<file path="src/rtl/washer_btn_conditioner.sv">
// Front-panel button conditioner: per-channel 2-flop synchroniser, debounce,
// press/release edge pulses and a one-shot long-press pulse, all registered.
module washer_btn_conditioner #(
  parameter int N_BTN       = 5,
  parameter int DEB_CYCLES  = 20,
  parameter int LONG_CYCLES = 2000,
  parameter int CNT_W       = 12
) (
  input  logic             clk,
  input  logic             reset,
  input  logic [N_BTN-1:0] btn_raw,
  output logic [N_BTN-1:0] btn_level,
  output logic [N_BTN-1:0] btn_press,
  output logic [N_BTN-1:0] btn_release,
  output logic [N_BTN-1:0] btn_long,
  output logic             any_press
);

  localparam logic [CNT_W-1:0] DEB_LAST  = CNT_W'(DEB_CYCLES - 1);
  localparam logic [CNT_W-1:0] LONG_MAX  = CNT_W'(LONG_CYCLES);
  localparam logic [CNT_W-1:0] LONG_LAST = CNT_W'(LONG_CYCLES - 1);

  logic [N_BTN-1:0] s1_q, s1_d;
  logic [N_BTN-1:0] s2_q, s2_d;
  logic [N_BTN-1:0] level_q, level_d;
  logic [N_BTN-1:0] press_q, press_d;
  logic [N_BTN-1:0] release_q, release_d;
  logic [N_BTN-1:0] long_q, long_d;
  logic             any_press_q, any_press_d;
  logic [CNT_W-1:0] dcnt_q [N_BTN];
  logic [CNT_W-1:0] dcnt_d [N_BTN];
  logic [CNT_W-1:0] hcnt_q [N_BTN];
  logic [CNT_W-1:0] hcnt_d [N_BTN];
  logic [N_BTN-1:0] toggle;

  always_comb begin
    s1_d      = btn_raw;
    s2_d      = s1_q;
    toggle    = '0;
    level_d   = level_q;
    press_d   = '0;
    release_d = '0;
    long_d    = '0;
    for (int i = 0; i < N_BTN; i++) begin
      dcnt_d[i] = '0;
      hcnt_d[i] = '0;
      // A sample matching the current level is treated as bounce and restarts the count.
      toggle[i] = (s2_q[i] != level_q[i]) && (dcnt_q[i] == DEB_LAST);
      if ((s2_q[i] != level_q[i]) && !toggle[i]) begin
        dcnt_d[i] = dcnt_q[i] + 1'b1;
      end
      level_d[i]   = level_q[i] ^ toggle[i];
      press_d[i]   = toggle[i] & ~level_q[i];
      release_d[i] = toggle[i] & level_q[i];
      // Hold counter runs only across a stable held level; it saturates so the long pulse fires once.
      if (level_q[i] && !toggle[i]) begin
        hcnt_d[i] = (hcnt_q[i] < LONG_MAX) ? hcnt_q[i] + 1'b1 : hcnt_q[i];
        long_d[i] = (hcnt_q[i] == LONG_LAST);
      end
    end
    any_press_d = |press_d;
  end

  always_ff @(posedge clk or posedge reset) begin
    if (reset) begin
      s1_q        <= '0;
      s2_q        <= '0;
      level_q     <= '0;
      press_q     <= '0;
      release_q   <= '0;
      long_q      <= '0;
      any_press_q <= 1'b0;
      for (int i = 0; i < N_BTN; i++) begin
        dcnt_q[i] <= '0;
        hcnt_q[i] <= '0;
      end
    end else begin
      s1_q        <= s1_d;
      s2_q        <= s2_d;
      level_q     <= level_d;
      press_q     <= press_d;
      release_q   <= release_d;
      long_q      <= long_d;
      any_press_q <= any_press_d;
      for (int i = 0; i < N_BTN; i++) begin
        dcnt_q[i] <= dcnt_d[i];
        hcnt_q[i] <= hcnt_d[i];
      end
    end
  end

  assign btn_level   = level_q;
  assign btn_press   = press_q;
  assign btn_release = release_q;
  assign btn_long    = long_q;
  assign any_press   = any_press_q;

endmodule
</file>
<file path="config.mk">
export PLATFORM = sky130hd
export DESIGN_NAME = washer_btn_conditioner
export DESIGN_NICKNAME = d
export VERILOG_FILES = /design/src/rtl/washer_btn_conditioner.sv
export SDC_FILE = /design/constraint.sdc
export NUM_CORES = 1
export LEC_CHECK = 0
export BUFFER_PORTS_ARGS = -buffer_cell sky130_fd_sc_hd__buf_2
export CORE_ASPECT_RATIO = 2
export CORE_UTILIZATION = 50
export CTS_CLUSTER_DIAMETER = 80
export DETAILED_ROUTE_END_ITERATION = 16
export HOLD_SLACK_MARGIN = 0.12
export MAX_ROUTING_LAYER = met4
export PLACE_DENSITY = 0.67
export SETUP_SLACK_MARGIN = 0.2
export SYNTH_ARGS = -nofsm -noshare
export SYNTH_HDL_FRONTEND = slang
export SYNTH_SLANG_ARGS = --single-unit
</file>
<file path="constraint.sdc">
create_clock -name clk -period 6.2 [get_ports clk]
set_clock_uncertainty 0.05 [all_clocks]
set_input_delay 0.31 -clock clk [delete_from_list [all_inputs] [get_ports clk]]
set_output_delay 0.31 -clock clk [all_outputs]
set_load 0.02 [all_outputs]
</file>
======== Yosys cells after proc, flatten, opt, wreduce, memory -nomap -nowiden ========
Cells that the tools add are included.
storage, ports and cells
  output and inout port bits .............. 21
  bits of input ports ..................... 7
  logic and storage cells ................. 113
  register bits ........................... 151
operators by class
  equal/unequal tests ..................... 20
  order comparisons ....................... 5
  bitwise logic cells ..................... 20
  multiplexer cells ....................... 20
  reductions and logical operators ........ 21
  $add $sub $neg .......................... 10
operator list
  kind                     count
  $mux W12                 15
  $add A12 B1 Y12 const B  10
  $eq A12 B11 Y1 const B   5
  $eq A12 B5 Y1 const B    5
  $lt A12 B11 Y1 const B   5
  $logic_and A1 B1 Y1      15
  $and A1 B1 Y1            10
  $ne A2 B1 Y1 const B     5
  $logic_not A1 Y1         5
  $mux W1                  5
  $ne A1 B1 Y1             5
  $not A1 Y1               5
  $reduce_or A5 Y1         1
  $xor A1 B1 Y1            5

======== Longest topological paths before layout ========
  depth in word-level cells ............... 5
  gate-level depth with buffers ........... 6
  mapped depth without buffers ............ 5

======== Least setup slack after synthesis ========
No wires, ideal clock.
  kind .................................... register to register
  start ................................... reg dcnt_q[18] in the netlist's numbering
  end ..................................... reg hcnt_q[12] in the netlist's numbering
  period minus slack after synthesis ...... 2.023 ns
  path slack .............................. 4.177 ns
  path buffers ............................ 1
  setup time .............................. 0.119 ns
  arrival time ............................ 1.854 ns
  data required time ...................... 6.031 ns
  cell stages (with the launch flop) ...... 6
  cell sequence ........................... dfrtp_1 -> or4_1 -> or4_4 -> o21ai_4 -> buf_6 -> nor2_1
between the ends
  cells in the longest elaborated chain, start to end .. 5
  elaborated cells between the ends (all ways) .. 6
  classes of those cells .................. eq/ne (2); mux (1); reduce/logical (3)
RTL lines
  element                                                           RTL line  RTL
  from (decl)                                                       30        logic [CNT_W-1:0] dcnt_q [N_BTN];
  from (signal, indexed assignment)                                 86        dcnt_q[i] <= dcnt_d[i];
  $eq A12 B5 Y1 (*)                                                 48        toggle[i] = (s2_q[i] != level_q[i]) && (dcnt_q[i] == DEB_LAST);
  $logic_and A1 B1 Y1 (*)                                           48
  $logic_not A1 Y1 (*)                                              56        if (level_q[i] && !toggle[i]) begin
  $logic_and A1 B1 Y1 (*)                                           56
  $ne A2 B1 Y1 (no source line) / $mux W12 (equally long branches)  -
  to (signal, indexed assignment)                                   87        hcnt_q[i] <= hcnt_d[i];
  to (decl)                                                         32        logic [CNT_W-1:0] hcnt_q [N_BTN];
Mark *: on every way between the ends. The rest lies on a longest branch, timed or not.
A chain may end at the register's enable or synchronous reset.

======== Final worst setup path ========
  start ................................... reg dcnt_q[18] in the netlist's numbering
  end ..................................... reg hcnt_q[22] in the netlist's numbering
The elaborated chain is that of the path after synthesis.

==> key figures <==
STA
  • Final setup viols: 0
  • Fmax: 434 MHz
  • Min cycle time layout: 2.30 ns
  • Slew @ Worst Pin: 0.823 ns
  • Relative slew margins: 0.451
  • Final period util: 0.372
  • RSZ-0062 raised after global routing: false
  • Hold Fails Final Rpt: 0
  • Setup TNS: 0 ns
  • Slew Limit Fails: 0
  • Hold WS: 0.300 ns

Final layout
  • Share of layout cells above drive strength 1: 0.108
  • N_diodes: 0
  • Layout net count: 719
  • Final cell count without fillers: 870
  • Area of the multi-input gates: 3050 um2
  • Fill cells: 1,161
  • FF/Latch Area: 3780 um2
  • Fin area: 7890 um2
  • Layout Area Growth over Synthesis: 13.3%

Placed design
  • Gpl congestion: 0.840
  • Placed insts: 832
  • Hpwl dp: 8890 um
  • Port Buffers: 27
  • Area after DPL: 7240 um2

Logic synthesis
  • Synth Cell Area: 6960 um2
  • Yosys warning count: 0
  • Share of the synthesized area in the top cell type: 0.543
  • Number of synthesized flops with an enable pin: 0
  • Synth unique cells: 49
  • Mapped Nets: 683
  • #FFs+latches synth: 151
  • Sequential share of the synthesized area: 0.543
  • Largest area contributor in the netlist: dfrtp_1
  • Synth async-reset ratio: 1.00
  • Syn_area_per_cell: 10.5 um2
  • Post-synth top cells: dfrtp_1, nor2_1, xor2_1
  • Most used standard cell by instance count after synthesis: dfrtp_1
  • Top FF cell, synth: dfrtp_1
  • Cells taking the most area after synthesis: dfrtp_1, xor2_1, nor2_1
  • Syn Inst Count: 666

Power and ir drop
  • Leak: 3.46 nW
  • Maximum vdd drop: 0.000181 V
  • Cell area power density: 261 nW/um2

Clock network
  • CTS tree: yes
  • Worst-Skew Late Latency: 0.41 ns
  • Max clock buf depth: 2
  • Clock root buffer master: clkbuf_16
  • Clock sinks: 151
  • Num CTS Buffers: 17
  • Clk pin slew, worst setup/hold paths: 0.06 ns
  • Cts repair resizes: 0
  • H-tree depth: 4

Setup path
  • CP Capture Type: flop
  • Critical Path AT: 2.56 ns
  • Critical path class: flop to flop
  • Worst path cell trace: or4_1 > or4_4 > o21ai_4 > o21ba_2
  • Startpoint Class: flop
  • FF-to-FF setup slack: 3.90 ns
  • Critical path launch point: dcnt_q[18]
  • CP top delay family: simple AND/OR/NAND/NOR gates
  • Worst reg2reg path startpoint: dcnt_q[18]
  • Worst endpoint required time: 6.45 ns
  • Critical path depth: 4
  • Crit-path max FO: 14
  • Crit-path max cell delay: 0.57 ns
  • CP bufs+invs: 0
  • Worst Reg-to-Reg Cells: 4
  • CP max stage cell: or4_4

Floorplanning
  • Starting Density: 0.515
  • Ports: 28
  • Core ar.: 13,500 um2
  • Die Y: 169 um
  • Die ar.: 14,400 um2
  • Die X: 85.4 um
  • Rows: 60

Routing
  • Avg Vias per Cell: 5.78
  • DRT Pass-1 Iters: 4
  • Routed wire length: 13,000 um
  • Vias: 5,026
  • Initial drt markers: 308
  • Post-route ant nets: 0
  • Drt drc: 0
  • Drt wl/cell: 14.9 um

GRT
  • Met1 Usage GRT: 0.232
  • Routing usage on met3: 0.0405
  • Busiest layer in global routing: met2
  • Grt met2 use: 0.348
  • Antenna violations before repair: 0
  • GR Util All Layers: 0.204
  • Grt ovf: 0
  • Largest net degree at the start of global routing: 95
  • First-pass GRT wire length: 22,900 um
  • Number of global-route vias before repair: 5,024

Hold path
  • Min-Delay Path Class: flop to flop
  • Hold path start: s1_q[3]
  • Hold Crit Depth: 0

Run
  • Max-cap violations: 0

Status
  • Status: complete, no violations
==> registers in the layout (all words and copies together) (netlist names), named ones only <==
signal and flops:
any_press 1, btn_long 5, btn_press 5, btn_release 5, dcnt_q 60, hcnt_q 60
s1_q 5, s2_q 5
==> worst reg2reg max path: stages, from the launching register on <==
cell,delay [ns]
dfrtp_1,0.44
or4_1,0.57
or4_4,0.57
o21ai_4,0.35
o21ba_2,0.22
==> layer usage <==
metal | up-vias | share of wire
li1 | 2421 | -
met1 | 2516 | 0.41
met2 | 64 | 0.54
met3 | 25 | 0.022
met4 | 0 | 0.023
met5 | - | 0
==> report_power, final <==
| group | leakage [nW] | internal (W) | total [W] | switching [W] |
|---|---|---|---|---|
| clock | 0.278 | 0.000611 | 0.00100 | 0.000390 |
| sequential | 2.07 | 0.000997 | 0.00101 | 0.0000102 |
| combinational | 1.11 | 0.0000154 | 0.0000515 | 0.0000360 |
| total | 3.46 | 0.00162 | 0.00206 | 0.000436 |
==> cells in the final DEF, fill, tap and decap left out, types with 15 or more instances in the layout <==
cell | synthesis | routed
xor2_1 | 58 | 58
buf_2 | 2 | 27
nand3_1 | 33 | 33
nand4_1 | 22 | 22
xnor2_1 | 26 | 26
nand2_1 | 32 | 32
and4_1 | 15 | 15
nor2_1 | 113 | 113
nor3_1 | 20 | 20
clkbuf_16 | 0 | 17
dfrtp_1 | 151 | 151
==> kinds of logic after synthesis <==
logic type               share of synthesized area
adder cells (fa/ha/maj)                     0.0180
buffers and inverters                       0.0198
AND/OR/NAND/NOR                              0.234
flip-flops                                   0.543
XOR/XNOR                                     0.106
AO/OA/AOI/OAI                               0.0674
multiplexers                                0.0120
==> final cells by class <==
type,instances,share of cell area
Sequential cell,151,0.479
Multi-Input combinational cell,482,0.386
Clock buffer,20,0.0579
Timing Repair Buffer,38,0.0295
Tap cell,155,0.0246
Clock inverter,12,0.0162
Inverter,12,0.00635
==> per-stage QoR <==
step | setup slack [ns] | power (W) | utilization
finish | 3.90 | 0.00206 | 0.584
global route | 3.80 | 0.00214 | 0.584
CTS | 3.91 | 0.00209 | 0.584
detailed placement | 3.92 | 0.00108 | 0.536
global placement | 3.94 | 0.00107 | 0.536
floorplan | 1.78 | 0.00106 | -
==> final timing paths <==
kind	endpoint
hold reg to reg	s2_q[3]
min in group asynchronous	hcnt_q[48]
hold / removal	s2_q[3]
setup reg to reg	hcnt_q[22]
max in group asynchronous	dcnt_q[22]
setup / recovery	hcnt_q[22]
==> timing repair <==
action                                 in CTS  in global routing
hold buffers                                6                  0
endpoints found under the hold margin      98                  0
setup endpoints to repair                   0                  0
setup buffers                               0                  0
(Power assumes the default switching activity.)
